[src/rtl/uart_pkg.sv]
// uart_pkg: shared constants, state type and frame builder for the UART transmit path.
package uart_pkg;
    localparam int FRAME_BITS = 11;
    localparam int BITCNT_W = 4;
    typedef enum logic {IDLE, SEND} state_t;
    // Always 11 bits: unused parity/data slots become extra stop bits.
    function automatic logic [FRAME_BITS-1:0] uart_frame(input logic [7:0] data, input logic eight,
                                                         input logic pen, input logic ohel);
        logic [7:0] d;
        logic par, b8, b9;
        d = eight ? data : {1'b0, data[6:0]};
        par = ohel ^ (^d);
        b8 = eight ? data[7] : (pen ? par : 1'b1);
        b9 = (eight & pen) ? par : 1'b1;
        return {1'b1, b9, b8, data[6:0], 1'b0};
    endfunction
endpackage

[src/rtl/uart_tx_engine.sv]
// uart_tx_engine: one-entry holding register feeding an 11-bit frame shifter paced by btu.
module uart_tx_engine
    import uart_pkg::*;
(
    input  logic       clk,
    input  logic       reset,
    input  logic       load,
    input  logic [7:0] din,
    input  logic       eight,
    input  logic       pen,
    input  logic       ohel,
    input  logic       btu,
    output logic       doit,
    output logic       tx,
    output logic       txrdy
);
    localparam logic [BITCNT_W-1:0] LAST = BITCNT_W'(FRAME_BITS - 1);
    state_t state, state_n;
    logic [7:0] hold, hold_n;
    logic hold_v, hold_v_n;
    logic [FRAME_BITS-1:0] sr, sr_n, frm;
    logic [BITCNT_W-1:0] bitcnt, bitcnt_n;
    assign frm = uart_frame(hold, eight, pen, ohel);
    assign tx = sr[0];
    assign txrdy = ~hold_v;
    assign doit = (state == SEND);
    always_ff @(posedge clk) begin
        if (!reset) begin
            state <= IDLE;
            hold <= '0;
            hold_v <= 1'b0;
            sr <= '1;
            bitcnt <= '0;
        end else begin
            state <= state_n;
            hold <= hold_n;
            hold_v <= hold_v_n;
            sr <= sr_n;
            bitcnt <= bitcnt_n;
        end
    end
    always_comb begin
        state_n = state;
        hold_n = hold;
        hold_v_n = hold_v;
        sr_n = sr;
        bitcnt_n = bitcnt;
        if (load && !hold_v) begin
            hold_n = din;
            hold_v_n = 1'b1;
        end
        // Load needs hold_v=0 and a transfer needs hold_v=1, so they never collide.
        if (state == IDLE) begin
            sr_n = '1;
            if (hold_v) begin
                sr_n = frm;
                hold_v_n = 1'b0;
                bitcnt_n = '0;
                state_n = SEND;
            end
        end else if (btu) begin
            if (bitcnt != LAST) begin
                sr_n = {1'b1, sr[FRAME_BITS-1:1]};
                bitcnt_n = bitcnt + 1'b1;
            end else if (hold_v) begin
                sr_n = frm;
                hold_v_n = 1'b0;
                bitcnt_n = '0;
            end else begin
                sr_n = '1;
                state_n = IDLE;
            end
        end
    end
endmodule
[config.mk]
export PLATFORM = sky130hd
export DESIGN_NAME = uart_tx_engine
export DESIGN_NICKNAME = d
export VERILOG_FILES = /design/src/rtl/uart_pkg.sv /design/src/rtl/uart_tx_engine.sv
export SDC_FILE = /design/constraint.sdc
export NUM_CORES = 1
export LEC_CHECK = 0
export BUFFER_PORTS_ARGS = -buffer_cell sky130_fd_sc_hd__buf_2
export CORE_MARGIN = 2
export CORE_UTILIZATION = 49
export CTS_CLUSTER_DIAMETER = 80
export DETAILED_ROUTE_END_ITERATION = 12
export PLACE_DENSITY_LB_ADDON = 0.2
export SYNTH_ARGS = -nofsm -noshare
export SYNTH_HDL_FRONTEND = slang
export SYNTH_SLANG_ARGS = --single-unit
[constraint.sdc]
create_clock -name clk -period 1.5 [get_ports clk]
set_clock_uncertainty 0.15 [all_clocks]
set_input_delay 0.225 -clock clk [delete_from_list [all_inputs] [get_ports clk]]
set_output_delay 0.225 -clock clk [all_outputs]
set_load 0.01 [all_outputs]
### Word-level counts from Yosys, hierarchy flattened

Cells that the tools add are included.

| word-level totals | value |
|---|---|
| memory bits (read-only) | 0 |
| word-level logic and storage cells | 35 |
| memories kept | 0 |
| bits in latches | 0 |
| RAM bits | 0 |
| output and inout port bits | 3 |
| flip-flop bits (word level) | 25 |

| cells by class | value |
|---|---|
| equal/unequal tests | 2 |
| shifts and indexed selects | 0 |
| magnitude comparators | 0 |
| bitwise gates (word level) | 3 |
| reduce and logical (&&, ||, !) cells | 3 |
| divide/modulo/power cells | 0 |
| $add $sub $neg | 1 |
| multipliers | 0 |
| multiplexer cells | 21 |

Operators by type and width:

| kind | count |
|---|---|
| two-way mux 11 bit | 3 |
| two-way mux 4 bit | 4 |
| two-way mux 1 bit | 12 |
| two-way mux 10 bit | 1 |
| two-way mux 8 bit | 1 |
| parity 8 bit | 1 |
| adder 4 x 1 -> 4 bit (second input constant) | 1 |
| inequality test 4 bit (second input constant) | 1 |
| inequality test 2 bit (second input constant) | 1 |
| AND 1 bit | 1 |
| logical AND 1 bit | 1 |
| zero test 1 bit | 1 |
| inverter 1 bit | 1 |
| XOR 1 bit | 1 |

### Longest topological paths before layout

Gate-level depths: netlist (run 1).

| logic depth | value |
|---|---|
| word-level depth | 9 |
| depth in mapped cells | 8 |
| mapped depth without buffers | 7 |

### Worst setup path before layout (run 1)

Ideal clock, no wire load.

| path | value |
|---|---|
| path type | register -> register |
| start point | register bitcnt[0] |
| end point | register sr[8] |
| period minus slack after synthesis | 1.549 ns |
| required time | 1.271 ns |
| setup slack | -0.049 ns |
| cell stages (with the launch flop) | 9 |
| arrival time | 1.320 ns |
| cells stage by stage | dfxtp_1 -> inv_1 -> ha_1 -> nand3b_1 -> nand2_1 -> buf_2 -> o22ai_1 -> a21oi_1 -> o211ai_1 |

| on the way | value |
|---|---|
| cells in the longest elaborated chain, start to end | 4 |

Ends and longest elaborated chain:

| item | RTL line | RTL |
|---|---|---|
| start, declared | uart_tx_engine.sv:22 | `logic [BITCNT_W-1:0] bitcnt, bitcnt_n;` |
| start signal, assigned | uart_tx_engine.sv:39 | `bitcnt <= bitcnt_n;` |
| inequality test 4 bit | uart_tx_engine.sv:62 | `if (bitcnt != LAST) begin` |
| two-way mux 11 bit | uart_tx_engine.sv:62 |  |
| two-way mux 11 bit | uart_tx_engine.sv:61 | `end else if (btu) begin` |
| two-way mux 11 bit | uart_tx_engine.sv:53 | `if (state == IDLE) begin` |
| end signal, assigned | uart_tx_engine.sv:38 | `sr <= sr_n;` |
| end, declared | uart_tx_engine.sv:21 | `logic [FRAME_BITS-1:0] sr, sr_n, frm;` |

No other way between the ends. The select of a mux whose other input is x is not followed.
A chain may end at the register's enable or synchronous reset.

### Final worst setup path (run 1)

| path | value |
|---|---|
| start point | register bitcnt[0] |
| end point | register sr[1] |

The elaborated chain is that of the path after synthesis.

==> results_dict.tcl, run 1 <==
set metrics [dict create \
    grtUsageTotal_pct 22.6 \
    syn_area_um2 1160 \
    multiInputGateArea_um2 753 \
    hp-start "din[3]" \
    worstPathMaxFanout 7 \
    place_inst 188 \
    seq_area_um2 494 \
    tightestPinTransition_ns 0.318 \
    p_sw_mw 0.474 \
    rsz0062_at_grt "yes" \
    fmax_mhz 613 \
    post-route-min-period_ns 1.63 \
    hold_depth 3 \
    tritoncts "done" \
    drive_above_1_share_pct 40.6 \
    power_frac_clock_pct 27.9 \
    p_seq_share_pct 43.1 \
    hpwl_mm 1.87 \
    dieArea_um2 2770 \
    rows 17 \
    avgSynthCellArea_um2 8.70 \
    fillers 146 \
    wl_per_cell_um 15.5 \
    die_x_um 52.6 \
    syn_to_final_growth_pct 48.4 \
    grt_antenna_before_repair 0 \
    worstPathArrival_ns 1.69 \
    dp_slack_ns -0.0575 \
    worst_slack_ns -0.132 \
    final_nets 193 \
    r2r_cells 8 \
    hold_class "input port to register" \
    gp_congestion 0.845 \
    ioPinCount 18 \
    io_buffers 17 \
    diodes 0 \
    peakVddDrop_uv 960 \
    start_util_pct 51.8 \
    synthesis.nets 150 \
    grt_pass1_vias 1066 \
    drt-pass1-iter-count 4 \
    crit_start "bitcnt[0]" \
    grt_pass1_wl_mm 4.58 \
    cts_inserted_buffers 3 \
    cp_top_family "simple AND/OR/NAND/NOR gates" \
    mostFrequentLayoutCells "buf_4, buf_2, nand2_1, dfxtp_1" \
    cap_violations 0 \
    first_iter_violations 22 \
    setup_violations 13 \
    power.share.switching_pct 27.8 \
    intPower_mw 1.23 \
    instances_no_fill 203 \
    worstSetupPathType "register to register" \
    cts_root_buf "clkbuf_4" \
    fin_crit_sh_pct 109 \
    ys_types 26 \
    maxSlewHeadroom_pct 78.8 \
    slowest_stage "dfxtp_2" \
    synth_seq_cells 24 \
    maxSlewViolCount 0 \
    detail-route-antenna-nets 0 \
    cts_sinks 24 \
    reg2reg_slack_ns -0.13 \
    power_density_nw_per_um2 993 \
    crit_path_start_kind "register" \
    ys_warn_count 0 \
    crit_chain "inv_2, ha_4, nand3b_1, nand2_4, clkbuf_16, nand3b_1, o211ai_1, nand3_1" \
    whs_ns 0.0161 \
    cp.buffers_inverters 2 \
    drc_errors 0 \
    final_hold_viol_count 0 \
    core_area_um2 2230 \
    p_comb_share_pct 29.0 \
    grt_overflow 0 \
    clock_path_buffers 2 \
    cellLeakagePower_nw 0.700 \
    worst_skew_pair.late_latency_ns 0.33 \
    finalWirelength_mm 3.15 \
    r2r-start "bitcnt[0]" \
    vias_per_cell 5.52 \
    cp.depth 8 \
    grt_max_degree 19 \
    ys_seq_area_share_pct 41.5 \
    die_h_um 52.6 \
    required_ns 1.55 \
    end_kind "register" \
    vias 1121 \
    total_power_mw 1.71 \
    max_stage_delay_ns 0.35 \
    final_common_cell "buf_4" \
    cpMostUsedCell "nand3b_1" \
    clk_pin_slew_ns 0.14 \
    syn_inst 133 \
    h-tree-depth 1 \
    status "complete, but fails checks" \
    failed_checks "setup timing" \
]
repair_timing:
item,4_1_cts,5_1_grt
gates cloned,0,3
endpoints found under the setup margin,14,20
endpoints found under the hold margin,7,0
buffers inserted,1,0
hold buffers,7,0
pin swaps,5,23
gates resized for setup,7,25
through the flow:
stage | setup TNS, ns | utilization, % | cell area (µm²)
finish | -0.850 | 76.9 | 1720
floorplan | 0 | - | 1160
CTS | -0.126 | 69.3 | 1550
global route | -1.72 | 76.9 | 1720
global placement | 0 | 62.3 | 1390
detailed placement | -0.438 | 62.3 | 1390
per-layer routing:
| layer | wire (µm) | GRT usage [%] | part of all wire (%) | vias up |
|---|---|---|---|---|
| met3 | 141 | 6.29 | 4.5 | 4 |
| met4 | 30 | 5.56 | 0.95 | 0 |
| met1 | 1370 | 26.8 | 43 | 534 |
| met5 | 0 | 0 | 0 | - |
| met2 | 1610 | 39.6 | 51 | 35 |
| li1 | - | - | - | 548 |
layout make-up:
type | instances | area share [%]
clock buffer | 3 | 1.31
multi-input combinational | 98 | 43.8
timing repair buffer | 46 | 21.6
tap | 28 | 2.04
clock inverter | 1 | 1.75
inverter | 3 | 0.655
sequential | 24 | 28.8
worst paths after layout:
| path | end |
|---|---|
| worst max-delay path | sr[1] |
| worst min-delay path | hold[3] |
| worst max register to register | sr[1] |
| worst min register to register | sr[1] |
cells by family after synthesis:
| family | Yosys count | share of synthesized area (%) |
|---|---|---|
| adders and majority gates | 2 | 2.16 |
| AOI/OAI and AO/OA | 24 | 13.7 |
| and+or+nand+nor | 55 | 24.9 |
| xor gates and xnor gates | 9 | 6.81 |
| buffers and inverters | 11 | 4.00 |
| DFF | 24 | 41.5 |
| muxes | 8 | 6.92 |
worst min-delay path, cell delays in order:
cell and delay [ns]:
buf_2 0.08, mux2i_1 0.07, nor2b_1 0.10
cells in the mapped netlist:
library cell	number	area, µm²
dfxtp_1	24	480
nand2_1	17	63.8
nor2b_1	10	62.6
nand3_1	9	45.0
o211ai_1	9	67.6
mux2i_1	8	80.1
nand3b_1	8	60.1
xnor2_1	8	70.1
nor2_1	5	18.8
a21oi_1	4	20.0
buf_2	4	20.0
clkbuf_1	4	15.0
o21ai_0	4	20.0
inv_1	3	11.3
ha_1	2	25.0
nand2b_1	2	12.5
nor3_1	2	10.0
o21a_1	2	15.0
a211oi_1	1	7.51
a21boi_0	1	7.51
a31oi_1	1	6.26
a32oi_1	1	8.76
and3_1	1	6.26
nor4b_1	1	8.76
o22ai_1	1	6.26
xor2_1	1	8.76
flip-flops by register name, summed over array words and instances (netlist names):
name,flops
bitcnt,4
hold,8
doit,1
hold_v,1
sr,10
power groups by stage:
stage          combinational [mW]  clock, mW  sequential (mW)
2_1_floorplan               0.221          0            0.734
3_3_place_gp                0.334          0            0.732
3_5_place_dp                0.344          0            0.735
4_1_cts                     0.384      0.487            0.725
5_1_grt                     0.528      0.526            0.743
6_report                    0.494      0.476            0.735
No activity file was read; power rests on OpenSTA's default activity.
==> run 2: changes to the inputs <==
Clock period 1.5 ns to 2.1 ns, I/O delays scaled along.
==> run 2 against run 1 <==
Net effect:
- the run now ends clean
- global-route usage decreased by 2.5 points
- sequential share of layout area is 8.5 points higher
- utilization decreased by 19 points
- cell count decreased by 13%
- critical path depth down 2
- sequential power is 30% lower
- clock-buffer cell count is the same
==> results_dict.tcl, run 2 (synthesized netlist as in run 1, its figures left out) <==
set metrics [dict create \
    status "finished, final reports clean" \
    clk_pin_slew_ns 0.13 \
    grt_antenna_before_repair 0 \
    met2WireLength_mm 1.03 \
    grt_pass1_wl_mm 4.04 \
    crit_path_start_kind "register" \
    cellLeakagePower_nw 0.500 \
    cts_root_buf "clkbuf_4" \
    tritoncts "done" \
    post-route-min-period_ns 1.75 \
    core_area_um2 2230 \
    grtUsageTotal_pct 20.0 \
    required_ns 2.15 \
    h-tree-depth 1 \
    grt_overflow 0 \
    ctsResizeCount 0 \
    wirelength_met1_mm 1.19 \
    post-cts-setup-buffers 0 \
    worst_slack_ns 0.351 \
    first_iter_violations 14 \
    worst_skew_pair.late_latency_ns 0.31 \
    highest_layer "met4" \
    mostFrequentLayoutCells "dfxtp_1, nand2_1, buf_2" \
    dieArea_um2 2770 \
    wl_per_cell_um 13.1 \
    drc_errors 0 \
    wl_met3_um 58 \
    drt-pass1-iter-count 4 \
    syn_to_final_growth_pct 11.2 \
    diodes 0 \
    fin_setup_tns_ns 0 \
    worstPathArrival_ns 1.80 \
    total_power_mw 0.925 \
    setup_violations 0 \
    start_util_pct 51.8 \
    grt_max_degree 25 \
    instances_no_fill 176 \
    dp_slack_ns 0.386 \
    vias 950 \
    detail-route-antenna-nets 0 \
    gp_congestion 0.809 \
    postCtsHoldBufs 0 \
    drive_above_1_share_pct 15.5 \
    final_hold_viol_count 0 \
    rows 17 \
    power_density_nw_per_um2 719 \
    fin_crit_sh_pct 83.3 \
    worstSetupPathType "register to register" \
    end_kind "register" \
    place_inst 173 \
    largest_reg_flops 10 \
    cts_sinks 24 \
    finalWirelength_mm 2.30 \
    hpwl_mm 1.66 \
    reg_top3 "sr: 10 flops, hold: 8 flops, bitcnt: 4 flops" \
    final_nets 167 \
    fillers 227 \
    maxSlewViolCount 0 \
    ioPinCount 18 \
    maxSlewHeadroom_pct 42.4 \
    tightestPinTransition_ns 0.863 \
    peakVddDrop_uv 385 \
    fmax_mhz 572 \
    grt_pass1_vias 879 \
    cap_violations 0 \
    vias_per_cell 5.40 \
    final_common_cell "dfxtp_1" \
    io_buffers 17 \
    die_x_um 52.6 \
    hold_class "input port to register" \
    die_h_um 52.6 \
    clock_path_buffers 2 \
    worstPathMaxFanout 5 \
    cts_inserted_buffers 3 \
    top_register "sr" \
    rsz0062_at_grt "no" \
]
## run 2: cell types whose count changed in the layout (fill, tap and decap cells not counted), moves of 5 or more
cell           change
dfxtp_2            -8
dlygate4sd3_1      -7
buf_4             -15
dfxtp_1            +9
xnor2_2            -5
xnor2_1            +6
## run 2: worst max-delay path, cell delays in order (launching register included)
cell and delay [ns]:
dfxtp_1 0.41, ha_1 0.20, nand3b_1 0.13, nand2_1 0.17, nand2_1 0.12, o21ai_0 0.39
a211oi_1 0.07
## run 2: final cells by class
type	instances	area [µm²]	area share, %
Sequential cell	24	480	37.3
Clock buffer	3	22.5	1.75
Tap cell	28	35.0	2.72
Inverter	3	11.3	0.875
Multi-Input combinational cell	98	631	49.0
Timing Repair Buffer	20	108	8.36
## run 2: final timing paths
kind | from | endpoint | slack (ns) | cells past startpoint
worst max-delay path | bitcnt[1] | bitcnt[1] | 0.35 | 6
worst min-delay path | load | hold_v | 0.07 | 3
worst max register to register | bitcnt[1] | bitcnt[1] | 0.35 | 6
worst min register to register | sr[0] | sr[0] | 0.33 | 2
## run 2: metal layers
| metal | track usage, % | vias up |
|---|---|---|
| li1 | - | 494 |
| met1 | 28.6 | 440 |
| met2 | 29.8 | 14 |
| met3 | 3.43 | 2 |
| met4 | 7.69 | 0 |
| met5 | 0 | - |
## run 2: per-stage QoR
stage	hold WS [ns]	instance area (µm²)	util (%)
after floorplan	0.291	1160	-
after global placement	0.305	1260	56.6
after detailed placement	0.309	1260	56.6
after CTS	0.0791	1290	57.6
after global routing	0.0931	1290	57.6
final	0.0747	1290	57.6
## run 2: power by group
| group | internal (mW) | switching [mW] | leakage (nW) |
|---|---|---|---|
| clock | 0.0670 | 0.134 | 0.0138 |
| combinational | 0.0984 | 0.108 | 0.289 |
| sequential | 0.490 | 0.0276 | 0.197 |
==> run 3: changes to the inputs <==
Clock period 2.1 ns to 1.78 ns, I/O delays scaled along.
==> run 3 against run 2 <==
Net effect:
- clock power rose by 40%
- critical path depth is 1 higher
- cell count rose by 1.7%
- sequential cell count unchanged
- design area is 3.5% higher
- via count grew 1.1%
- hold slack worse by 0.039 ns
- utilization up 2.0 points
- worst setup slack worse by 0.21 ns
- die area unchanged
- critical path type unchanged
- largest cell class unchanged
- largest power group unchanged
==> results_dict.tcl, run 3 (synthesized netlist as in run 1, its figures left out) <==
set metrics [dict create \
    largest_reg_flops 10 \
    final_common_cell "dfxtp_1" \
    setup_violations 0 \
    clock_path_buffers 2 \
    cellLeakagePower_nw 0.522 \
    clk_pin_slew_ns 0.12 \
    slowest_stage "dfxtp_2" \
    maxSlewHeadroom_pct 41.3 \
    fin_setup_tns_ns 0 \
    cp.buffers_inverters 2 \
    finalWirelength_mm 2.34 \
    worstPathArrival_ns 1.68 \
    grt_pass1_vias 945 \
    cts_root_buf "clkbuf_4" \
    placed_cell_area_um2 1290 \
    vias 960 \
    grt_overflow 0 \
    rsz0062_at_grt "no" \
    core_area_um2 2230 \
    io_buffers 17 \
    diodes 0 \
    dieArea_um2 2770 \
    cts_sinks 24 \
    final_hold_viol_count 0 \
    maxSlewViolCount 0 \
    first_iter_violations 29 \
    ioPinCount 18 \
    hold_class "input port to register" \
    reg_top3 "sr: 10 flops, hold: 8 flops, bitcnt: 4 flops" \
    power.share.switching_pct 27.8 \
    worstSetupPathType "register to register" \
    tritoncts "done" \
    end_kind "register" \
    rows 17 \
    die_x_um 52.6 \
    power_density_nw_per_um2 863 \
    cp_top_family "simple AND/OR/NAND/NOR gates" \
    status "finished, final reports clean" \
    top_register "sr" \
    intPower_mw 0.830 \
    fin_crit_sh_pct 91.9 \
    peakVddDrop_uv 562 \
    crit_chain "inv_1, ha_1, nand3b_1, nand2_2, buf_12, o211ai_1, nand3_1" \
    worst_skew_pair.late_latency_ns 0.31 \
    post-cts-setup-buffers 0 \
    cts_inserted_buffers 3 \
    grt_max_degree 19 \
    max_stage_delay_ns 0.38 \
    syn_to_final_growth_pct 15.1 \
    power_frac_clock_pct 24.6 \
    drive_above_1_share_pct 18.5 \
    mostFrequentLayoutCells "dfxtp_1, buf_2, nand2_1" \
    final_nets 169 \
    drt-pass1-iter-count 4 \
    detail-route-antenna-nets 0 \
    tightestPinTransition_ns 0.878 \
    wl_per_cell_um 13.1 \
    p_sw_mw 0.320 \
    crit_path_start_kind "register" \
    start_util_pct 51.8 \
    hpwl_mm 1.72 \
    grtUsageTotal_pct 20.3 \
    fillers 214 \
    p_comb_share_pct 22.2 \
    postCtsHoldBufs 0 \
    post-route-min-period_ns 1.64 \
    cap_violations 0 \
    fin_area_um2 1330 \
    h-tree-depth 1 \
    whs_ns 0.0352 \
    grt_antenna_before_repair 0 \
    drc_errors 0 \
    grt_pass1_wl_mm 4.13 \
    p_seq_share_pct 53.2 \
    gp_congestion 0.784 \
    fmax_mhz 611 \
    required_ns 1.82 \
    vias_per_cell 5.36 \
    worstPathMaxFanout 18 \
    die_h_um 52.6 \
]
[run 3: changes by cell type in the layout (fill, tap and decap cells not counted)]
cell	previous run	this run
buf_12	0	1
buf_4	3	4
clkbuf_8	0	1
dfxtp_1	24	23
dfxtp_2	0	1
nand2_1	17	16
nand2_2	0	1
o21ai_0	4	3
o21ai_1	0	1
[run 3: cell type report]
type	count	area [µm²]	area share [%]
Clock buffer	4	36.3	2.72
Multi-Input combinational cell	98	633	47.5
Timing Repair Buffer	22	135	10.1
Sequential cell	24	482	36.2
Inverter	3	11.3	0.845
Tap cell	28	35.0	2.63
[run 3: power groups by stage]
| stage | clock, mW | sequential [mW] | combinational [mW] |
|---|---|---|---|
| 2_1_floorplan | 0 | 0.618 | 0.183 |
| 3_3_place_gp | 0 | 0.621 | 0.250 |
| 3_5_place_dp | 0 | 0.623 | 0.255 |
| 4_1_cts | 0.292 | 0.611 | 0.257 |
| 5_1_grt | 0.311 | 0.618 | 0.287 |
| 6_report | 0.282 | 0.612 | 0.255 |
[run 3: repair_timing]
action	4_1_cts	5_1_grt
setup endpoints to repair	0	14
hold endpoints to repair	0	0
resized for setup	0	3
[run 3: worst paths after layout]
path	startpoint	to	slack (ns)	depth (start not counted)
setup reg to reg	bitcnt[0]	sr[7]	0.14	7
hold / removal	load	hold_v	0.04	3
hold reg to reg	bitcnt[0]	bitcnt[0]	0.32	1
setup / recovery	bitcnt[0]	sr[7]	0.14	7
[run 3: tightest hold or removal path, cell delays in order]
cell and delay [ns]:
buf_2 0.08, nor2_1 0.03, nor2_1 0.08
[run 3: per-stage QoR]
| step | utilization, % | setup WS, ns | instances | power [mW] |
|---|---|---|---|---|
| finish | 59.7 | 0.144 | 179 | 1.15 |
| CTS | 59.5 | 0.0341 | 179 | 1.16 |
| floorplan | - | 0.231 | 133 | 0.801 |
| global placement | 57.9 | 0.112 | 175 | 0.871 |
| detailed placement | 57.9 | 0.0570 | 175 | 0.878 |
| global route | 59.7 | 0.0267 | 179 | 1.22 |
[run 3: layer usage]
| layer | GRT usage (%) | wire length [µm] | up-vias |
|---|---|---|---|
| met4 | 10.7 | 17 | 0 |
| met5 | 0 | 0 | - |
| met3 | 4.00 | 142 | 2 |
| li1 | - | - | 496 |
| met1 | 25.9 | 1080 | 431 |
| met2 | 32.1 | 1100 | 31 |
